**src/rtl/scan_pkg.sv**
```systemverilog
// rtl/scan_pkg.sv - shared scan sequencer state and mode encodings
package scan_pkg;

    typedef enum logic [1:0] {
        ST_IDLE  = 2'd0,
        ST_SHIFT = 2'd1,
        ST_DONE  = 2'd2
    } scan_state_e;

    localparam logic MODE_DUMP = 1'b0;
    localparam logic MODE_LOAD = 1'b1;

endpackage

```
**src/rtl/scan_snapshot_ctrl_if.sv**
```systemverilog
// rtl/scan_snapshot_ctrl_if.sv - host request/dump handshake bundle (dump_parity under SCAN_PARITY_EN)
interface scan_snapshot_ctrl_if #(
    parameter int CHAIN_LEN = 8
);
    logic                 req_valid;
    logic                 req_ready;
    logic                 req_load;
    logic [CHAIN_LEN-1:0] load_data;
    logic                 dump_valid;
    logic                 dump_ready;
    logic [CHAIN_LEN-1:0] dump_data;
`ifdef SCAN_PARITY_EN
    logic                 dump_parity;

    modport master (
        output req_valid, req_load, load_data, dump_ready,
        input  req_ready, dump_valid, dump_data, dump_parity
    );
    modport slave (
        input  req_valid, req_load, load_data, dump_ready,
        output req_ready, dump_valid, dump_data, dump_parity
    );
`else
    modport master (
        output req_valid, req_load, load_data, dump_ready,
        input  req_ready, dump_valid, dump_data
    );
    modport slave (
        input  req_valid, req_load, load_data, dump_ready,
        output req_ready, dump_valid, dump_data
    );
`endif
endinterface

```
**src/rtl/scan_shift_reg.sv**
```systemverilog
// rtl/scan_shift_reg.sv - parallel-load, serial-in right-shift register
module scan_shift_reg #(
    parameter int WIDTH = 8
) (
    input  logic             clk,
    input  logic             rst,
    input  logic             load,
    input  logic             shift_en,
    input  logic             ser_in,
    input  logic [WIDTH-1:0] par_in,
    output logic [WIDTH-1:0] par_out,
    output logic             ser_out
);
    logic [WIDTH-1:0] sh_q;
    logic [WIDTH-1:0] sh_d;
    logic [WIDTH-1:0] shifted;

    generate
        if (WIDTH == 1) begin : g_one
            assign shifted = ser_in;
        end else begin : g_wide
            assign shifted = {ser_in, sh_q[WIDTH-1:1]};
        end
    endgenerate

    always_comb begin
        sh_d = sh_q;
        if (load) begin
            sh_d = par_in;
        end else if (shift_en) begin
            sh_d = shifted;
        end
    end

    always_ff @(posedge clk) begin
        if (rst) begin
            sh_q <= '0;
        end else begin
            sh_q <= sh_d;
        end
    end

    assign par_out = sh_q;
    assign ser_out = sh_q[0];
endmodule

```
**src/rtl/scan_snapshot_ctrl.sv**
```systemverilog
// rtl/scan_snapshot_ctrl.sv - scan chain dump/swap sequencer; SCAN_PARITY_EN adds dump_parity
module scan_snapshot_ctrl
    import scan_pkg::*;
#(
    parameter int CHAIN_LEN = 8
) (
    input  logic                 clk,
    input  logic                 rst,
    scan_snapshot_ctrl_if.slave  host,
    output logic                 busy,
    output logic                 scan_en,
    output logic                 scan_si,
    input  logic                 scan_so
);
    localparam int CNT_W = $clog2(CHAIN_LEN + 1);

    scan_state_e      state_q, state_d;
    logic [CNT_W-1:0] cnt_q, cnt_d;
    logic             mode_q, mode_d;
    logic             scan_en_q, scan_en_d;
    logic             sh_load;
    logic             sh_shift;
    logic             sh_ser_out;
    logic [CHAIN_LEN-1:0] sh_par_in;
    logic [CHAIN_LEN-1:0] sh_par_out;

    always_comb begin
        state_d  = state_q;
        cnt_d    = cnt_q;
        mode_d   = mode_q;
        sh_load  = 1'b0;
        sh_shift = 1'b0;
        case (state_q)
            ST_IDLE: begin
                if (host.req_valid) begin
                    state_d = ST_SHIFT;
                    cnt_d   = '0;
                    mode_d  = host.req_load;
                    sh_load = 1'b1;
                end
            end
            ST_SHIFT: begin
                sh_shift = 1'b1;
                cnt_d    = cnt_q + 1'b1;
                if (cnt_q == CNT_W'(CHAIN_LEN - 1)) begin
                    state_d = ST_DONE;
                end
            end
            ST_DONE: begin
                if (host.dump_ready) begin
                    state_d = ST_IDLE;
                end
            end
            default: state_d = ST_IDLE;
        endcase
        // scan_en comes straight from a flop so the DUT never sees a decode glitch
        scan_en_d = (state_d == ST_SHIFT);
    end

    always_ff @(posedge clk) begin
        if (rst) begin
            state_q   <= ST_IDLE;
            cnt_q     <= '0;
            mode_q    <= MODE_DUMP;
            scan_en_q <= 1'b0;
        end else begin
            state_q   <= state_d;
            cnt_q     <= cnt_d;
            mode_q    <= mode_d;
            scan_en_q <= scan_en_d;
        end
    end

    assign sh_par_in = (host.req_load == MODE_LOAD) ? host.load_data : '0;

    scan_shift_reg #(.WIDTH(CHAIN_LEN)) u_shift (
        .clk      (clk),
        .rst      (rst),
        .load     (sh_load),
        .shift_en (sh_shift),
        .ser_in   (scan_so),
        .par_in   (sh_par_in),
        .par_out  (sh_par_out),
        .ser_out  (sh_ser_out)
    );

    // Dump mode feeds scan_out straight back so the chain rotates in place
    assign scan_si = scan_en_q ? ((mode_q == MODE_LOAD) ? sh_ser_out : scan_so) : 1'b0;
    assign scan_en = scan_en_q;

    assign busy            = (state_q != ST_IDLE);
    assign host.req_ready  = (state_q == ST_IDLE);
    assign host.dump_valid = (state_q == ST_DONE);
    assign host.dump_data  = sh_par_out;

`ifdef SCAN_PARITY_EN
    logic parity_q, parity_d;

    always_comb begin
        parity_d = parity_q;
        if (sh_load) begin
            parity_d = 1'b0;
        end else if (sh_shift) begin
            parity_d = parity_q ^ scan_so;
        end
    end

    always_ff @(posedge clk) begin
        if (rst) begin
            parity_q <= 1'b0;
        end else begin
            parity_q <= parity_d;
        end
    end

    assign host.dump_parity = parity_q;
`endif
endmodule
```
**src/flat_wrapper.sv**
```systemverilog
// flat-port wrapper written by rule: the top's interface ports become plain ports
module scan_snapshot_ctrl_flat import scan_pkg::*;
#(
    parameter int CHAIN_LEN = 8
)
  (clk, rst, busy, scan_en, scan_si, scan_so, host_req_valid, host_req_load, host_load_data, host_dump_ready, host_req_ready, host_dump_valid, host_dump_data);
  scan_snapshot_ctrl_if #(.CHAIN_LEN(CHAIN_LEN)) host_i ();
  input  logic clk;
  input  logic rst;
  output logic busy;
  output logic scan_en;
  output logic scan_si;
  input  logic scan_so;
  input wire logic [$bits(host_i.req_valid)-1:0] host_req_valid;
  input wire logic [$bits(host_i.req_load)-1:0] host_req_load;
  input wire logic [$bits(host_i.load_data)-1:0] host_load_data;
  input wire logic [$bits(host_i.dump_ready)-1:0] host_dump_ready;
  output wire logic [$bits(host_i.req_ready)-1:0] host_req_ready;
  output wire logic [$bits(host_i.dump_valid)-1:0] host_dump_valid;
  output wire logic [$bits(host_i.dump_data)-1:0] host_dump_data;
  assign host_i.req_valid = host_req_valid;
  assign host_i.req_load = host_req_load;
  assign host_i.load_data = host_load_data;
  assign host_i.dump_ready = host_dump_ready;
  assign host_req_ready = host_i.req_ready;
  assign host_dump_valid = host_i.dump_valid;
  assign host_dump_data = host_i.dump_data;
  scan_snapshot_ctrl #(.CHAIN_LEN(CHAIN_LEN)) u_core (.clk(clk), .rst(rst), .host(host_i), .busy(busy), .scan_en(scan_en), .scan_si(scan_si), .scan_so(scan_so));
endmodule
```
**config.mk**
```make
export PLATFORM = sky130hd
export DESIGN_NAME = scan_snapshot_ctrl_flat
export DESIGN_NICKNAME = d
export VERILOG_FILES = /design/src/rtl/scan_pkg.sv /design/src/rtl/scan_snapshot_ctrl_if.sv /design/src/rtl/scan_shift_reg.sv /design/src/rtl/scan_snapshot_ctrl.sv /design/src/flat_wrapper.sv
export SDC_FILE = /design/constraint.sdc
export NUM_CORES = 1
export LEC_CHECK = 0
export BUFFER_PORTS_ARGS = -buffer_cell sky130_fd_sc_hd__buf_2
export CAP_MARGIN = 20
export CORE_UTILIZATION = 54
export CTS_BUF_LIST = sky130_fd_sc_hd__clkbuf_4
export DETAILED_ROUTE_END_ITERATION = 12
export GPL_TIMING_DRIVEN = 0
export PLACE_DENSITY = 0.86
export SLEW_MARGIN = 30
export SYNTH_ARGS = -nofsm -noshare
export SYNTH_HDL_FRONTEND = slang
export SYNTH_SLANG_ARGS = --single-unit
```
**constraint.sdc**
```tcl
create_clock -name clk -period 3.4 [get_ports clk]
set_input_delay 0.34 -clock clk [delete_from_list [all_inputs] [get_ports clk]]
set_output_delay 0.34 -clock clk [all_outputs]
set_load 0.03 [all_outputs]
```
==> impl_metrics.ini, run 1 <==
[status]
status = completed

[clock_network]
cts.path.max_buffers = 2
post_cts_resized = 0
cts_root_buffer = clkbuf_4
post-cts-setup-buffer-count = 0
clk_pin_slew_ps = 90
numCtsBuffers = 3
clk_latency_ps = 280
cts_tree = built
htreeDepth = 1
clock_sinks = 16
cts_hold_buf = 0

[setup_path]
timing_worst_setup_path_type = flop to output pin
cp_max_fo = 10
crit_required_ps = 3060
reg2reg_setup_slack_ps = 2110
startpoint_type = flop
end_kind = output pin
worst-endpoint-arrival_ps = 1410

[yosys]
ys_seq_area_share_pct = 41.8
synth_nets = 103
netlist_area_um2 = 766
yosysWarnings = 0
synth_ff_type = dfxtp_1
synthCells = 88
synth_top_area_share_pct = 41.8
yosys-top-cells-count = dfxtp_1 (16), nor2_1 (13), a211oi_1 (8), and2_1 (8), o22ai_1 (8)
ys_types = 28
netlist_top_cells_area = dfxtp_1 (42%), a211oi_1 (7.8%), and2_1 (6.5%), o22ai_1 (6.5%), nor2_1 (6.4%)
ys_async_sr_fraction_pct = 0
ys_ff_latch = 16
yosysMostFrequentCell = dfxtp_1
synth_edf_count = 0
syn_area_per_cell_um2 = 8.70
synth_top_cell_by_area = dfxtp_1

[power_and_ir_drop]
power_frac_seq_pct = 52.6
pwr-share-comb_pct = 22.9
swShare_pct = 30.1
p_clk_share_pct = 24.5
static-leakage-power_nw = 0.430
p_sw_mw = 0.119
vdd_drop_max_v = 0.000236
finalPower_mw = 0.395
powerDensity_nw_per_um2 = 423
intPower_mw = 0.276

[route]
via_per_inst = 5.68
remaining_drc_errors = 0
vias = 744
finalWirelength_um = 1620
dr.first_iter.drc_count = 19
drtAntennaViolNets = 0
first_pass_iters = 4
post_drt_wl_per_cell_um = 12.4

[global_routing]
grt_max_degree = 11
grt_usage_pct = 23.1
grt_overflow = 0
antenna_found_initial = 0
grt_pass1_vias = 576
grt_pass1_wl_um = 2420

[timing]
fin_skew_ps = 1.32
report.final.slew_viol_count = 0
tightest_slew_ps = 456
slew_headroom_pct = 69.6
timing.final.crit_share_pct = 51.6
setup_violations = 0
period_minus_slack_ps = 1750
clock.fmax_ghz = 0.570
fin_tns_setup_ps = 0
finalHoldViolations = 0
rsz0062_at_grt = no

[die]
die_width_um = 39.7
start_util_pct = 58.1
die_h_um = 39.7
coreArea_um2 = 1320
fp-row-count = 13
fp.dieArea_um2 = 1570
ioPinCount = 27

[cells_and_area]
synthToLayoutAreaGrowth_pct = 21.7
num_antenna_cells = 0
nFillCells = 113
drive_gt1_share_pct = 29.3
nets = 133

[hold_path]
hold_path_class = input port to flop

[placed_design]
place.detailed.hpwl_um = 1210
gp_congestion = 0.810
io_buffers = 25

[run]
max-cap-violations = 0
-- layout by cell type (no fill, tap or decap), drive strengths merged, types with 2 or more instances in the layout --
cell,netlist,layout
a22oi,2,2
buf,4,29
nand3,2,2
and2,8,8
dfxtp,16,16
nand2,2,2
nor3,2,2
nor2,13,13
clkbuf,2,5
mux2i,3,3
inv,3,3
o22ai,8,8
nor2b,4,4
a211oi,8,8
-- sequential cells by signal, summed over array words and instances (netlist names) --
name	cells
u_core.u_shift.par_out	8
u_core.cnt_q	4
u_core.state_q	2
u_core.mode_q	1
u_core.scan_en	1
-- kinds of logic after synthesis --
group	synth area share, %
adder cells (fa/ha/maj)	1.63
AND/OR/NAND/NOR	24.8
flip-flops	41.8
multiplexers	3.92
buffers and inverters	7.03
AO/OA/AOI/OAI	20.8
-- worst max-delay path, stage by stage, from the launching register on --
cell and delay (ps):
dfxtp_1 450, clkinv_1 310, nand2_1 160, inv_1 50
buf_2 170
-- power groups by stage --
stage | sequential, mW | clock [mW] | combinational, mW
global placement | 0.211 | 0 | 0.0888
detailed placement | 0.212 | 0 | 0.0901
global route | 0.209 | 0.106 | 0.0992
CTS | 0.208 | 0.0971 | 0.0905
finish | 0.208 | 0.0967 | 0.0904
floorplan | 0.227 | 0 | 0.0482
-- area by class of cell --
class | instances | area, um2 | share of cell area, %
plain buffers | 6 | 36.3 | 3.89
well taps | 15 | 18.8 | 2.01
flip-flops and latches | 16 | 320 | 34.4
clock buffers | 3 | 22.5 | 2.42
repair buffers | 25 | 125 | 13.4
inverters | 4 | 17.5 | 1.88
multi-input cells | 62 | 392 | 42.0
-- stage by stage --
| step | cell area, um2 | hold slack (ps) | instances | utilization, % | setup WS [ps] |
|---|---|---|---|---|---|
| CTS | 932 | 393 | 131 | 70.8 | 1660 |
| global placement | 910 | 479 | 128 | 69.0 | 2000 |
| finish | 932 | 384 | 131 | 70.8 | 1650 |
| global route | 932 | 384 | 131 | 70.8 | 1560 |
| floorplan | 766 | 463 | 88 | - | 1960 |
| detailed placement | 910 | 510 | 128 | 69.0 | 1990 |
-- path summary, 6_finish.rpt --
path                                           startpoint                        end  depth (start not counted)
worst max register to register          u_core.state_q[0]            u_core.cnt_q[3]                          4
worst min-delay path                      host_dump_ready          u_core.state_q[1]                          4
worst max-delay path                    u_core.state_q[1]             host_req_ready                          4
worst min register to register  u_core.u_shift.par_out[0]  u_core.u_shift.par_out[0]                          2
-- routing by layer --
layer / share of wire (%) / global-route usage [%] / vias up
met3: 4.3 / 3.41 / 4
met4: 1.4 / 12.1 / 0
met1: 48 / 29.8 / 346
met2: 46 / 36.5 / 21
met5: 0 / 0 / -
li1: - / - / 373
(Power assumes the default switching activity.)
==> run 2, diff against run 1 <==
--- a/config.mk
+++ b/config.mk
@@ -5,13 +5,15 @@
 export SDC_FILE = /design/constraint.sdc
 export NUM_CORES = 1
 export LEC_CHECK = 0
+export ABC_AREA = 1
 export BUFFER_PORTS_ARGS = -buffer_cell sky130_fd_sc_hd__buf_2
 export CAP_MARGIN = 20
-export CORE_UTILIZATION = 54
+export CORE_ASPECT_RATIO = 1.1
+export CORE_UTILIZATION = 47
 export CTS_BUF_LIST = sky130_fd_sc_hd__clkbuf_4
 export DETAILED_ROUTE_END_ITERATION = 12
 export GPL_TIMING_DRIVEN = 0
-export PLACE_DENSITY = 0.86
+export PLACE_DENSITY = 0.77
 export SLEW_MARGIN = 30
 export SYNTH_ARGS = -nofsm -noshare
 export SYNTH_HDL_FRONTEND = slang
==> constraint.sdc (replaced) <==
create_clock -name clk -period 1.6 [get_ports clk]
set_input_delay 0.16 -clock clk [delete_from_list [all_inputs] [get_ports clk]]
set_output_delay 0.16 -clock clk [all_outputs]
set_load 0.03 [all_outputs]
==> run 2 against run 1 <==
  * Sequential cell count is the same
  * Global-route usage shrank 2.3 points
  * Cell count grew 23%
  * Largest power group unchanged
  * Non-clock buffer count is the same
  * Critical endpoint is now busy
==> impl_metrics.ini, run 2 <==
[setup_path]
crit_buf_inv = 3
cp_max_fo = 10
end_kind = output pin
crit_required_ps = 1440
worst-endpoint-arrival_ps = 1220
cp_top_family = flip-flops
cp_slowest_cell = dfxtp_1
cpPeakStageDelay_ps = 470
crit_chain = nor2_2, buf_6, inv_1, buf_2
startpoint_type = flop
timing_worst_setup_path_type = flop to output pin

[route]
first_pass_iters = 7
dr.first_iter.drc_count = 15
finalWirelength_um = 1860
vias = 828
via_per_inst = 5.14
post_drt_wl_per_cell_um = 11.5
remaining_drc_errors = 0
drtAntennaViolNets = 0

[global_routing]
grt_overflow = 0
grt_pass1_wl_um = 3100
grt_pass1_vias = 745
antenna_found_initial = 0
grt_max_degree = 11
grt_usage_pct = 20.8

[yosys]
synth_nets = 130
ys_ff_latch = 16
synthCells = 115
netlist_area_um2 = 861
yosysWarnings = 0
synth_top_cell_by_area = dfxtp_1
synth_edf_count = 0
ys_async_sr_fraction_pct = 0
ys_seq_area_share_pct = 37.2
yosys-top-cells-count = nand2_1 (21), dfxtp_1 (16), inv_1 (14)
synth_ff_type = dfxtp_1
syn_area_per_cell_um2 = 7.49
synth_top_area_share_pct = 37.2
ys_types = 21
netlist_top_cells_area = dfxtp_1 (37%), nand2_1 (9.2%), a21oi_2 (7.1%), nand2_2 (6.5%), inv_1 (6.1%)
yosysMostFrequentCell = nand2_1

[clock_network]
cts_hold_buf = 0
post_cts_resized = 0
post-cts-setup-buffer-count = 0
numCtsBuffers = 3
clk_pin_slew_ps = 100
clk_latency_ps = 280
cts.path.max_buffers = 2
cts_tree = built
clock_sinks = 16
htreeDepth = 1
cts_root_buffer = clkbuf_4

[timing]
tightest_slew_ps = 414
setup_violations = 0
fin_tns_setup_ps = 0
slew_headroom_pct = 72.4
worst_slack_ps = 222
timing.final.crit_share_pct = 86.1
clock.fmax_ghz = 0.726
rsz0062_at_grt = no
hold_ws_ps = 97.5
period_minus_slack_ps = 1380
fin_skew_ps = 5.31
report.final.slew_viol_count = 0
finalHoldViolations = 0

[hold_path]
hold_path_class = input port to flop

[die]
ioPinCount = 27
start_util_pct = 52.7
fp-row-count = 15
die_width_um = 42.8
die_h_um = 46.9
coreArea_um2 = 1630
fp.dieArea_um2 = 2010

[cells_and_area]
synthToLayoutAreaGrowth_pct = 20.1
nets = 160
layout.cells.most_common = buf_2
num_antenna_cells = 0
layout_common_cells = buf_2 (26), nand2_1 (21), dfxtp_1 (16)
drive_gt1_share_pct = 39.6
final_core_util_pct = 63.3
largest_reg_flops = 8
nFillCells = 157

[placed_design]
place.detailed.hpwl_um = 1370
gp_congestion = 0.755
pre_cts_ws_ps = 514
io_buffers = 25

[power_and_ir_drop]
p_sw_mw = 0.294
vdd_drop_max_v = 0.000561
power_frac_seq_pct = 50.2
p_clk_share_pct = 24.4
pwr-share-comb_pct = 25.4
intPower_mw = 0.594
powerDensity_nw_per_um2 = 859
swShare_pct = 33.1
static-leakage-power_nw = 0.483

[status]
status = completed

[run]
max-cap-violations = 0
[run 2: cell count changes after synthesis, sizes merged, moves of 3 or more]
cell,previous run,this run
nor2,13,10
o21ai,0,10
a21oi,0,14
and2,8,0
nand4,0,8
mux2i,3,0
inv,3,14
nor2b,4,0
nand2,2,31
o22ai,8,0
a211oi,8,0
[run 2: metrics by stage]
step	instances	power (mW)	instance area, um2
2_1_floorplan	115	0.616	861
3_3_place_gp	157	0.676	1010
3_5_place_dp	157	0.681	1010
4_1_cts	161	0.900	1030
5_1_grt	161	0.932	1030
6_report	161	0.888	1030
[run 2: kinds of logic (layout without fill, tap and decap cells)]
logic type,count (synthesis),in the layout,share of synthesized area (%)
buffers and inverters,21,50,12.4
and+or+nand+nor,53,53,30.2
DFF,16,16,37.2
adders and majority gates,1,1,1.45
AOI/OAI and AO/OA,24,24,18.7
[run 2: final timing paths]
| check | startpoint | end | slack [ps] | depth (start not counted) |
|---|---|---|---|---|
| max | u_core.state_q[0] | busy | 220 | 4 |
| min | rst | u_core.cnt_q[2] | 100 | 2 |
| max reg2reg | u_core.state_q[0] | u_core.u_shift.par_out[5] | 500 | 5 |
| min reg2reg | u_core.mode_q | u_core.mode_q | 490 | 2 |
[run 2: power groups by stage]
stage	logic (mW)	clock network, mW	registers (mW)
2_1_floorplan	0.130	0	0.486
3_3_place_gp	0.222	0	0.453
5_1_grt	0.249	0.234	0.449
4_1_cts	0.227	0.227	0.446
3_5_place_dp	0.226	0	0.455
6_report	0.226	0.217	0.445
[run 2: area by class of cell]
class / instances / area, um2 / area share, %
repair buffers: 25 / 125 / 12.1
plain buffers: 6 / 50.0 / 4.84
clock inverters: 1 / 3.75 / 0.363
flip-flops and latches: 16 / 320 / 31.0
multi-input cells: 78 / 434 / 42.0
well taps: 17 / 21.3 / 2.06
inverters: 15 / 56.3 / 5.45
clock buffers: 3 / 22.5 / 2.18
[run 2: per-layer routing]
metal  part of all wire (%)  global-route usage (%)  wire [um]
met2                     48                    36.1        899
met5                      0                       0          0
met1                     46                    26.4        855
met3                    4.3                    2.31         80
met4                    1.2                    9.38         23
[run 2: worst reg2reg max path: cells and delay by family (launching register included)]
family | cells | cell delay, ps
AOI/OAI and AO/OA | 2 | 290
buffers and inverters | 1 | 200
DFF | 1 | 390
and+or+nand+nor | 2 | 120
==> run 3, diff against run 2 <==
--- a/config.mk
+++ b/config.mk
@@ -5,12 +5,10 @@
 export SDC_FILE = /design/constraint.sdc
 export NUM_CORES = 1
 export LEC_CHECK = 0
-export ABC_AREA = 1
 export BUFFER_PORTS_ARGS = -buffer_cell sky130_fd_sc_hd__buf_2
 export CAP_MARGIN = 20
 export CORE_ASPECT_RATIO = 1.1
-export CORE_UTILIZATION = 47
-export CTS_BUF_LIST = sky130_fd_sc_hd__clkbuf_4
+export CORE_UTILIZATION = 42
 export DETAILED_ROUTE_END_ITERATION = 12
 export GPL_TIMING_DRIVEN = 0
 export PLACE_DENSITY = 0.77
==> run 3 against run 2 <==
  * Sequential cell count unchanged
  * Clock power down 6%
  * Global-route usage down 3.0 points
  * First-iteration DRC count up 80%
  * Largest cell class unchanged
  * Largest power group unchanged
  * Highest routed layer unchanged
==> impl_metrics.ini, run 3 (synthesis gave the netlist of run 1 again) <==
[route]
via_per_inst = 5.51
wl_met2_um = 883
wl_met3_um = 75
top_layer = met4
finalWirelength_um = 1700
remaining_drc_errors = 0
drtAntennaViolNets = 0
wl_met1_um = 729
vias = 749
first_pass_iters = 4
post_drt_wl_per_cell_um = 12.5
dr.first_iter.drc_count = 27

[global_routing]
grt_pass1_vias = 604
grt_pass1_wl_um = 2590
grt_usage_pct = 17.8
grt_max_degree = 11
grt_overflow = 0
antenna_found_initial = 0

[timing]
report.final.slew_viol_count = 0
slew_headroom_pct = 70.4
fin_tns_setup_ps = 0
fin_skew_ps = 3.30
tightest_slew_ps = 445
setup_violations = 0
clock.fmax_ghz = 0.688
rsz0062_at_grt = no
worst_slack_ps = 145
finalHoldViolations = 0
period_minus_slack_ps = 1450
timing.final.crit_share_pct = 90.9

[cells_and_area]
synthToLayoutAreaGrowth_pct = 25.5
layout_common_cells = buf_2 (27), dfxtp_1 (16), nor2_1 (13)
nets = 136
nFillCells = 159
final_area_um2 = 961
drive_gt1_share_pct = 31.9
regArea_um2 = 320
largest_reg_flops = 8
multi_input_area_um2 = 392
num_antenna_cells = 0
layout.cells.most_common = buf_2

[clock_network]
clk_pin_slew_ps = 90
cts.path.max_buffers = 2
numCtsBuffers = 3
cts_root_buffer = clkbuf_4
htreeDepth = 1
clock_sinks = 16
cts_tree = built
clk_latency_ps = 280

[power_and_ir_drop]
finalPower_mw = 0.838
vdd_drop_max_v = 0.000532
static-leakage-power_nw = 0.442
powerDensity_nw_per_um2 = 872

[die]
fp-row-count = 15
start_util_pct = 46.9
die_width_um = 42.7
ioPinCount = 27
fp.dieArea_um2 = 2000
die_h_um = 46.8
coreArea_um2 = 1630

[placed_design]
pre_cts_ws_ps = 347
gp_congestion = 0.755
io_buffers = 25
postPlaceCellArea_um2 = 912
place.detailed.hpwl_um = 1190

[setup_path]
end_kind = output pin
worst-endpoint-arrival_ps = 1290
timing_worst_setup_path_type = flop to output pin
startpoint_type = flop
cp_max_fo = 7
crit_required_ps = 1440

[hold_path]
hold_path_class = input port to flop

[run]
max-cap-violations = 0

[status]
status = completed
run 3: cell types whose count changed in the layout (fill, tap and decap cells not counted), sizes merged, moves of 3 or more:
| cell | before | now |
|---|---|---|
| o22ai | 0 | 8 |
| nor2b | 0 | 4 |
| nor2 | 10 | 13 |
| nand2 | 31 | 2 |
| a21oi | 14 | 0 |
| a211oi | 0 | 8 |
| and2 | 0 | 8 |
| o21ai | 10 | 0 |
| nand4 | 8 | 0 |
| inv | 14 | 3 |
| mux2i | 0 | 3 |
run 3: timing repair:
item | in CTS | in global routing
buffers inserted | 0 | 3
gates resized for setup | 0 | 1
endpoints found under the setup margin | 0 | 2
hold buffers | 0 | 0
run 3: cell type report:
cell class | count | share of cell area [%]
well taps | 17 | 2.21
clock buffers | 3 | 2.34
repair buffers | 28 | 15.4
inverters | 4 | 2.21
plain buffers | 6 | 3.78
multi-input cells | 62 | 40.8
flip-flops and latches | 16 | 33.3
run 3: routing by layer:
metal	vias up	GRT usage, %
met5	-	0
met1	346	20.2
li1	382	-
met4	0	9.38
met3	2	4.62
met2	19	31.2
run 3: critical path, stage by stage, from the launching register on:
cell        delay (ps)
dfxtp_1            480
clkinvlp_4         230
nand2_1            110
inv_1               40
buf_2              160
run 3: stage by stage:
step,instances,utilization (%),hold slack (ps)
5_1_grt,136,58.9,222
3_3_place_gp,130,55.9,473
4_1_cts,133,57.2,188
3_5_place_dp,130,55.9,483
6_report,136,58.9,188
2_1_floorplan,88,-,307
run 3: final timing paths:
check,start,end,slack (ps),cells after the start
worst min-delay path,host_dump_ready,u_core.state_q[1],190,4
worst max register to register,u_core.state_q[0],u_core.cnt_q[3],350,4
worst max-delay path,u_core.state_q[1],host_req_ready,150,4
worst min register to register,u_core.cnt_q[3],u_core.cnt_q[3],510,2
run 3: power by group:
group | internal (mW) | total [mW] | leakage, nW | switching (mW)
Clock | 0.0872 | 0.205 | 0.0138 | 0.118
Sequential | 0.424 | 0.441 | 0.132 | 0.0175
Combinational | 0.0753 | 0.192 | 0.297 | 0.117
